File: src/rtl/minsec_display_pkg.sv
// Shared types and active-low segment patterns {g,f,e,d,c,b,a} for the min/sec display.
package minsec_display_pkg;

    typedef logic [1:0] digit_idx_t;

    localparam logic [6:0] SEG_0     = 7'h40;
    localparam logic [6:0] SEG_1     = 7'h79;
    localparam logic [6:0] SEG_2     = 7'h24;
    localparam logic [6:0] SEG_3     = 7'h30;
    localparam logic [6:0] SEG_4     = 7'h19;
    localparam logic [6:0] SEG_5     = 7'h12;
    localparam logic [6:0] SEG_6     = 7'h02;
    localparam logic [6:0] SEG_7     = 7'h78;
    localparam logic [6:0] SEG_8     = 7'h00;
    localparam logic [6:0] SEG_9     = 7'h10;
    localparam logic [6:0] SEG_DASH  = 7'h3F;
    localparam logic [6:0] SEG_BLANK = 7'h7F;

endpackage

File: src/rtl/minsec_display_seg7_encode.sv
// Combinational BCD digit to active-low 7-segment pattern, with a dash override.
module seg7_encode
    import minsec_display_pkg::*;
(
    input  logic [3:0] digit,
    input  logic       dash,
    output logic [6:0] seg
);

    always_comb begin
        seg = SEG_BLANK;
        if (dash) begin
            seg = SEG_DASH;
        end else begin
            case (digit)
                4'd0:    seg = SEG_0;
                4'd1:    seg = SEG_1;
                4'd2:    seg = SEG_2;
                4'd3:    seg = SEG_3;
                4'd4:    seg = SEG_4;
                4'd5:    seg = SEG_5;
                4'd6:    seg = SEG_6;
                4'd7:    seg = SEG_7;
                4'd8:    seg = SEG_8;
                4'd9:    seg = SEG_9;
                default: seg = SEG_BLANK;
            endcase
        end
    end

endmodule

File: src/rtl/minsec_display.sv
// Four-digit multiplexed MM:SS display with dash for out-of-range fields and
// blinking of the field under adjust.
module minsec_display
    import minsec_display_pkg::*;
#(
    parameter int unsigned BASE_CLK     = 100000000,
    parameter int unsigned REFRESH_FREQ = 500,
    parameter int unsigned BLINK_FREQ   = 2
) (
    input  logic       i_clk,
    input  logic       i_rst,
    input  logic [5:0] MINUTES,
    input  logic [5:0] SECONDS,
    input  logic       ADJ,
    input  logic       SEL,
    output logic [3:0] AN,
    output logic [6:0] SEG
);

    localparam int unsigned DIV_R = BASE_CLK / (4 * REFRESH_FREQ);
    localparam int unsigned DIV_B = BASE_CLK / (2 * BLINK_FREQ);
    localparam int unsigned RW    = (DIV_R > 1) ? $clog2(DIV_R) : 1;
    localparam int unsigned BW    = (DIV_B > 1) ? $clog2(DIV_B) : 1;

    logic [RW-1:0] rcnt;
    logic [BW-1:0] bcnt;
    digit_idx_t    idx;
    logic          phase;

    logic          r_tc;
    logic          b_tc;
    logic          phase_nxt;
    digit_idx_t    idx_nxt;
    logic [5:0]    field;
    logic [3:0]    tens;
    logic [3:0]    ones;
    logic [3:0]    digit;
    logic          dash;
    logic          blank;
    logic [6:0]    seg_enc;
    logic [3:0]    an_nxt;

    always_comb begin
        r_tc      = (rcnt == RW'(DIV_R - 1));
        b_tc      = (bcnt == BW'(DIV_B - 1));
        phase_nxt = ADJ ? (b_tc ? ~phase : phase) : 1'b1;
        idx_nxt   = idx + 2'd1;
        field     = idx_nxt[1] ? MINUTES : SECONDS;
        tens      = 4'(field / 6'd10);
        ones      = 4'(field % 6'd10);
        digit     = idx_nxt[0] ? tens : ones;
        dash      = (field >= 6'd60);
        // Upper index bit set means a minutes digit; SEL=0 selects minutes.
        // The next phase is used so blanking lines up with the blink toggle edge.
        blank     = ADJ && !phase_nxt && (idx_nxt[1] != SEL);
        an_nxt    = ~(4'b0001 << idx_nxt);
    end

    seg7_encode u_enc (
        .digit (digit),
        .dash  (dash),
        .seg   (seg_enc)
    );

    always_ff @(posedge i_clk or posedge i_rst) begin
        if (i_rst) begin
            rcnt  <= '0;
            bcnt  <= '0;
            idx   <= 2'd0;
            phase <= 1'b1;
            AN    <= 4'b1111;
            SEG   <= SEG_BLANK;
        end else begin
            rcnt  <= r_tc ? '0 : rcnt + 1'b1;
            bcnt  <= (ADJ && !b_tc) ? bcnt + 1'b1 : '0;
            phase <= phase_nxt;
            if (r_tc) begin
                idx <= idx_nxt;
                AN  <= an_nxt;
                SEG <= blank ? SEG_BLANK : seg_enc;
            end
        end
    end

endmodule

File: config.mk
export PLATFORM = sky130hd
export DESIGN_NAME = minsec_display
export DESIGN_NICKNAME = d
export VERILOG_FILES = /design/src/rtl/minsec_display_pkg.sv /design/src/rtl/minsec_display_seg7_encode.sv /design/src/rtl/minsec_display.sv
export SDC_FILE = /design/constraint.sdc
export NUM_CORES = 1
export LEC_CHECK = 0
export CORE_UTILIZATION = 45
export DETAILED_ROUTE_END_ITERATION = 16
export PLACE_DENSITY_LB_ADDON = 0.12
export SKIP_CTS_REPAIR_TIMING = 1
export SYNTH_ARGS = -nofsm -noshare
export SYNTH_HDL_FRONTEND = slang
export SYNTH_HIERARCHICAL = 1
export SYNTH_SLANG_ARGS = --single-unit
File: constraint.sdc
create_clock -name i_clk -period 11.2 [get_ports i_clk]
set_input_delay 2.24 -clock i_clk [delete_from_list [all_inputs] [get_ports i_clk]]
set_output_delay 2.24 -clock i_clk [all_outputs]
set_load 0.05 [all_outputs]
After elaboration in Yosys (flattened, before gate mapping)
Memories as Yosys holds them, arrays and structs flattened.
Cells that the tools add are included.
- bits in registers: 55
- bits in latches: 0
- RAM bits: 0
- ROM bits: 112
- input port bits: 16
- word-level logic and storage cells: 32
- memories kept: 1
- memory list (name ; words ; width ; read ports ; clocked after memory_dff ; wr ports ; RTL line ; text):
    (name not given) ; 16 ; 7 ; 1 ; 0 ; 0 ; minsec_display_seg7_encode.sv:15 ; case (digit)
- add/sub/neg operators: 3
- multipliers: 0
- div/mod/pow operators: 2
- magnitude comparators: 1
- equal/unequal tests: 3
- shift operators: 1
- muxes and demuxes: 8
- bitwise logic cells: 2
- reduce and logical (&&, ||, !) cells: 5
- operator list (kind ; count):
    adder 25 x 1 -> 25 bit, second input constant ; 1
    equality test 25 bit, second input constant ; 1
    2-to-1 mux 25 bit ; 1
    adder 16 x 1 -> 16 bit, second input constant ; 1
    equality test 16 bit, second input constant ; 1
    2-to-1 mux 16 bit ; 1
    2-to-1 mux 7 bit ; 2
    divider 6 x 4 -> 6 bit, second input constant ; 1
    >= comparator 6 bit, second input constant ; 1
    modulo 6 x 4 -> 6 bit, second input constant ; 1
    2-to-1 mux 6 bit ; 1
    2-to-1 mux 4 bit ; 1
    inverter 4 bit ; 1
    << shifter 1 x 2 -> 4 bit, first input constant ; 1
    logical AND 1 bit ; 3
    adder 2 x 1 -> 2 bit, second input constant ; 1
    logical NOT 1 bit ; 2
    2-to-1 mux 1 bit ; 2
    inequality test 1 bit ; 1
    inverter 1 bit ; 1

Longest topological paths before layout
Gate-level depths: netlist of the first run.
- depth after elaboration: 7
- depth in mapped cells: 18

Cells and area by module
Netlist of the first run, hierarchy kept.
- by module, submodules not included (module ; times used ; cells each ; area each (um^2)):
    minsec_display ; 1 ; 295 ; 2917.8
    seg7_encode ; 1 ; 35 ; 244.0

Worst setup path before layout of the first run
No wires, ideal clock.
- path type: input to register
- from: in SECONDS[3]
- to: reg SEG[0]
- setup time: 80 ps
- data arrival time: 4753 ps
- slack: 6367 ps
- stages: 15
- buffers on the path: 0
- cell sequence: mux2_4 inv_4 ha_1 nand2b_1 a211o_1 a21oi_1 or2_4 o41ai_1 a31o_1 inv_1 ha_1 mux2_1 nor2_1 o21bai_1 o22a_1
- longest elaborated chain between the ends: 6
- elaborated cells between the ends (all ways): 8
- ends and longest elaborated chain (item ; RTL line ; text):
    start: declaration ; minsec_display.sv:13 ; input logic [5:0] SECONDS,
    2-to-1 mux 6 bit * ; minsec_display.sv:48 ; field = idx_nxt[1] ? MINUTES : SECONDS;
    modulo 6 x 4 -> 6 bit or divider 6 x 4 -> 6 bit (tied branches) ; minsec_display.sv:50, minsec_display.sv:49 ;
    2-to-1 mux 4 bit * ; minsec_display.sv:51 ; digit = idx_nxt[0] ? tens : ones;
    named net digit[1] ; minsec_display.sv:37 ; logic [3:0] digit;
    memory read (16 x 7 bit) * ; - ;
    2-to-1 mux 7 bit * ; minsec_display_seg7_encode.sv:12 ; if (dash) begin
    named net seg_enc[0] ; minsec_display.sv:40 ; logic [6:0] seg_enc;
    2-to-1 mux 7 bit * ; minsec_display.sv:80 ; SEG <= blank ? SEG_BLANK : seg_enc;
    end signal: assignment ; minsec_display.sv:80 ;
    end: declaration ; minsec_display.sv:17 ; output logic [6:0] SEG
Mark *: on every way through the listed nets, which the timed path passes. The rest lies on a longest branch.
A chain may end at the register's enable or synchronous reset.

Final worst setup path of the first run
- from: in MINUTES[4]
- to: reg SEG[6]
- longest elaborated chain between the ends: 6
- elaborated cells between the ends (all ways): 8
- ends and longest elaborated chain (item ; RTL line ; text):
    start: declaration ; minsec_display.sv:12 ; input logic [5:0] MINUTES,
    2-to-1 mux 6 bit * ; minsec_display.sv:48 ;
    modulo 6 x 4 -> 6 bit or divider 6 x 4 -> 6 bit (tied branches) ; minsec_display.sv:50, minsec_display.sv:49 ;
    2-to-1 mux 4 bit * ; minsec_display.sv:51 ;
    named net digit[3] ; minsec_display.sv:37 ;
    memory read (16 x 7 bit) * ; - ;
    2-to-1 mux 7 bit * ; minsec_display_seg7_encode.sv:12 ;
    named net seg_enc[6] ; minsec_display.sv:40 ;
    2-to-1 mux 7 bit * ; minsec_display.sv:80 ;
Marked as above.

==> results of run 1 <==
where the power goes:
part | switching, mW | leakage (nW) | internal (mW) | total [mW]
Combinational | 0.0238 | 0.723 | 0.0177 | 0.0415
Clock | 0.0573 | 0.0422 | 0.0440 | 0.101
Sequential | 0.000972 | 0.708 | 0.200 | 0.200
flip-flops by register name, indices dropped and copies added (netlist names):
signal,flops
idx,2
SEG,7
bcnt,25
rcnt,16
phase,1
AN,4
kinds of logic (layout without fill, tap and decap cells):
| kind of cell | Yosys count | in the layout | synth area share |
|---|---|---|---|
| and+or+nand+nor | 142 | 142 | 0.223 |
| DFF | 55 | 55 | 0.440 |
| AOI/OAI and AO/OA | 51 | 51 | 0.110 |
| xor gates and xnor gates | 39 | 39 | 0.108 |
| buffers and inverters | 21 | 47 | 0.0356 |
| adders and majority gates | 13 | 13 | 0.0514 |
| muxes | 9 | 9 | 0.0321 |
metal layers:
metal | track usage | up-vias
met5 | 0 | -
met4 | 0.0318 | 0
met3 | 0.0346 | 2
met2 | 0.257 | 27
met1 | 0.240 | 1075
li1 | - | 1197
final cells by class:
| cell class | count | area, sq um |
|---|---|---|
| multi-input combinational | 254 | 1660 |
| clock inverter | 1 | 5.00 |
| sequential | 55 | 1390 |
| tap | 96 | 120 |
| fill | 662 | 3220 |
| inverter | 11 | 43.8 |
| timing repair buffer | 28 | 275 |
| clock buffer | 7 | 76.3 |
how the worst max path moves through the flow:
stage,start,end,slack (ps),depth (start not counted)
6_report,MINUTES[4],SEG[6],5480,12
5_1_grt,SECONDS[4],SEG[0],5250,12
4_1_cts,SECONDS[4],SEG[6],5520,12
3_5_place_dp,SECONDS[4],SEG[6],5200,12
3_3_place_gp,MINUTES[4],SEG[6],5280,12
2_1_floorplan,SECONDS[3],SEG[0],6370,15
through the flow:
step | total power, mW | instance area (sq um) | util
2_1_floorplan | 0.235 | 3160 | -
3_3_place_gp | 0.246 | 3490 | 0.513
3_5_place_dp | 0.246 | 3490 | 0.513
4_1_cts | 0.350 | 3570 | 0.525
5_1_grt | 0.362 | 3570 | 0.525
6_report | 0.343 | 3570 | 0.525
cells in the mapped netlist (4+ instances only):
cell type	number	area, sq um
a21oi_1	8	40.0
and3_1	7	43.8
buf_2	4	20.0
dfrtp_1	43	1080
dfstp_2	12	315
ha_1	13	163
inv_1	9	33.8
mux2i_1	5	50.1
nand2_1	30	113
nand2b_1	5	31.3
nand3_1	21	105
nand4_1	7	43.8
nor2_1	46	173
nor3_1	5	25.0
o21ai_0	13	65.1
o21ai_1	4	20.0
o22a_1	8	70.1
xnor2_1	15	131
xor2_1	24	210
==> results.cfg, run 1 <==
[sta]
rsz0062_at_grt = false
slew_headroom = 0.281
drv_slew = 0
worstMarginPinSlew_ps = 1070
hold_ws_ps = 490
skew_ps = 8.37
setup_tns_ps = 0
setup_slack_ps = 5480
fin_crit_ps = 5720
fin_crit_sh = 0.510
hold_viol = 0
setup_viol = 0
fmax_ghz = 0.175

[run_status]
status = completed

[floorplan]
die_x_microns = 85.8
die-area_sq_um = 7370
core_region_area_sq_um = 6790
initial_core_util = 0.465
die_h_microns = 85.8
rows = 30
io_pins = 27

[clock_network]
insertion_delay_ps = 300
cts_tree = built
clk_path_buf_depth = 2
path_clk_slew_ps = 90
htree_levels = 2
cts-root-buf = clkbuf_8
numCtsBuffers = 5
clock_sinks = 55

[route]
drcViolationCount = 0
wl_met1_mm = 2.98
wl_per_cell_microns = 12.3
via_per_inst = 5.09
wl_met2_mm = 2.46
drt_pass1_iterations = 4
drtIter0Drc = 83
top_layer = met4
wl_met3_microns = 118
vias = 2301
drt-total-wl_mm = 5.58
antenna_left = 0

[placement]
gp_congestion = 0.872
dp_hpwl_mm = 4.03
dpl.cell_count = 444
io_buffers = 26
place_ws_ps = 5200

[hold_path]
hold_path.class = flip-flop to flip-flop
worstHoldStart = rcnt[0]
whs_endpoint = rcnt[0]
whs_path_depth = 1

[global_routing]
grt_pass1_wl_mm = 9.84
grt_start_max_net_pins = 56
antenna_found_initial = 0
grt_usage = 0.165
grt_pass1_vias = 2147
grt_overflow = 0

[logic_synthesis]
synth_seq_cells = 55
syn_nets = 359
async_flop_share = 1.00
yosys.cell_types.count = 59
yosys_warnings = 6
syn_inst = 330
synth_edf_count = 0
ys.flop_type = dfrtp_1
yosysSeqAreaShare = 0.440
syn_avg_cell_area_sq_um = 9.58
synth_area_sq_um = 3160

[critical_path]
max_stage_delay_ps = 660
r2r_start = idx[0]
crit_arrival_ps = 5940
required_ps = 11430
cp-end-kind = flip-flop
cp_common_cell = ha_1
crit_slowest_cell = a31oi_1
crit_buf_inv = 1
crit_path_start_kind = input port
r2r_end = SEG[6]
worstSetupPathType = input port to flip-flop
crit_chain = clkdlybuf4s50_1 > mux2i_2 > ha_1 > nand2b_1 > o221ai_1 > a32o_1 > ha_1 > or3_1 > a31oi_1 > and2_4 > nor3_2 > o22a_1
reg2regPathDepth = 13
rrSetupSlack_ps = 6270
crit_family = compound AO/OA/AOI/OAI gates
critPathMaxFanout = 12

[finish]
stdcell_count = 452
nNetsFinal = 384
layout_commonest_cell = nor2_1
synthToLayoutAreaGrowth_pct = 12.9
drive_above_1_share = 0.0983
final_cell_mix = 46 x nor2_1, 43 x dfrtp_1, 30 x nand2_1
antenna_cells = 0

[power]
power.density_nw_per_um2 = 96.2
power_leakage_nw = 1.47
ir_worst_vdd_mv = 0.0481

[run]
cap_violations = 0
Power figures use the tool's default switching activity.
==> run 2, diff against run 1 <==
==> constraint.sdc (replaced) <==
create_clock -name i_clk -period 4.9 [get_ports i_clk]
set_input_delay 0.98 -clock i_clk [delete_from_list [all_inputs] [get_ports i_clk]]
set_output_delay 0.98 -clock i_clk [all_outputs]
set_load 0.05 [all_outputs]
==> results.cfg, run 2 (synthesis results as in run 1) <==
[run_status]
status = completed

[critical_path]
worstSetupPathType = input port to flip-flop
crit_path_start_kind = input port
crit_arrival_ps = 4470
required_ps = 5140
critPathMaxFanout = 12
rrSetupSlack_ps = 740
cp-end-kind = flip-flop

[route]
drcViolationCount = 0
drt_pass1_iterations = 4
vias = 2323
drtIter0Drc = 130
drt-total-wl_mm = 5.86
via_per_inst = 5.11
antenna_left = 0
wl_per_cell_microns = 12.9

[floorplan]
die-area_sq_um = 7370
core_region_area_sq_um = 6790
io_pins = 27
initial_core_util = 0.465
die_x_microns = 85.8
die_h_microns = 85.8
rows = 30

[sta]
hold_viol = 0
setup_tns_ps = 0
hold_ws_ps = 495
fin_crit_ps = 4230
skew_ps = 18.1
drv_slew = 0
rsz0062_at_grt = false
setup_viol = 0
fin_crit_sh = 0.863
fmax_ghz = 0.237
worstMarginPinSlew_ps = 1080
slew_headroom = 0.271

[power]
power_leakage_nw = 1.49
ir_worst_vdd_mv = 0.158
power.total_uw = 821
power.density_nw_per_um2 = 228

[placement]
gp_congestion = 0.828
dp_hpwl_mm = 4.28
io_buffers = 26

[clock_network]
htree_levels = 2
clk_path_buf_depth = 2
insertion_delay_ps = 310
cts-root-buf = clkbuf_8
clock_sinks = 55
path_clk_slew_ps = 100
numCtsBuffers = 5
cts_tree = built

[finish]
final_cell_mix = 46 x nor2_1, 43 x dfrtp_1, 30 x nand2_1
antenna_cells = 0
layout_commonest_cell = nor2_1
regMostFlops = bcnt
largest_registers = bcnt: 25 flops, rcnt: 16 flops, SEG: 7 flops
nNetsFinal = 387
regArea_sq_um = 1390
multi_input_area_sq_um = 1660
fillCellCount = 638
synthToLayoutAreaGrowth_pct = 14.1
largest_reg_flops = 25
drive_above_1_share = 0.111

[global_routing]
grt_pass1_vias = 2282
grt_start_max_net_pins = 35
grt_overflow = 0
grt_pass1_wl_mm = 10.3
antenna_found_initial = 0
grt_usage = 0.174

[hold_path]
hold_path.class = flip-flop to flip-flop

[run]
cap_violations = 0
[run 2: changes by cell type in the layout (fill, tap and decap cells not counted), sizes merged]
cell	delta
clkinvlp	+1
clkinv	-1
clkbuf	-2
buf	+3
inv	+2
[run 2: layer usage]
metal	up-vias	track usage	share of wire
li1	1194	-	-
met3	2	0.0318	0.021
met2	27	0.276	0.46
met4	0	0.0318	0.0031
met5	-	0	0
met1	1100	0.252	0.52
[run 2: cell type report]
class | count | area share
multi-input combinational | 254 | 0.460
sequential | 55 | 0.386
timing repair buffer | 31 | 0.0826
tap | 96 | 0.0333
clock buffer | 5 | 0.0191
inverter | 11 | 0.0121
clock inverter | 3 | 0.00763
[run 2: path summary, 6_finish.rpt]
kind,start,endpoint,cells after the start
setup / recovery,MINUTES[4],SEG[6],13
hold / removal,AN[0],AN[0],2
setup reg to reg,idx[0],SEG[6],14
hold reg to reg,AN[0],AN[0],2
max in group asynchronous,i_rst,SEG[5],3
min in group asynchronous,i_rst,bcnt[4],2
[run 2: critical path: stages]
cell,delay (ps)
clkdlybuf4s50_1,410
mux2i_2,560
ha_1,340
nand2b_1,170
o221ai_1,120
a32o_1,340
ha_1,310
a21oi_1,140
a221o_1,390
or2b_1,280
a21oi_1,170
nor3_2,60
o22a_1,200
[run 2: power breakdown]
part | internal, mW | switching, mW | leakage [nW]
Combinational | 0.0408 | 0.0552 | 0.738
Clock | 0.106 | 0.161 | 0.0467
Sequential | 0.456 | 0.00219 | 0.708
[run 2: metrics by stage]
step                 util  instances  setup slack (ps)  cell area, sq um
finish              0.531        455               673              3610
floorplan               -        330              1150              3160
detailed placement  0.517        447               396              3510
CTS                 0.531        455               722              3610
global placement    0.517        447               486              3510
global route        0.531        455               381              3610
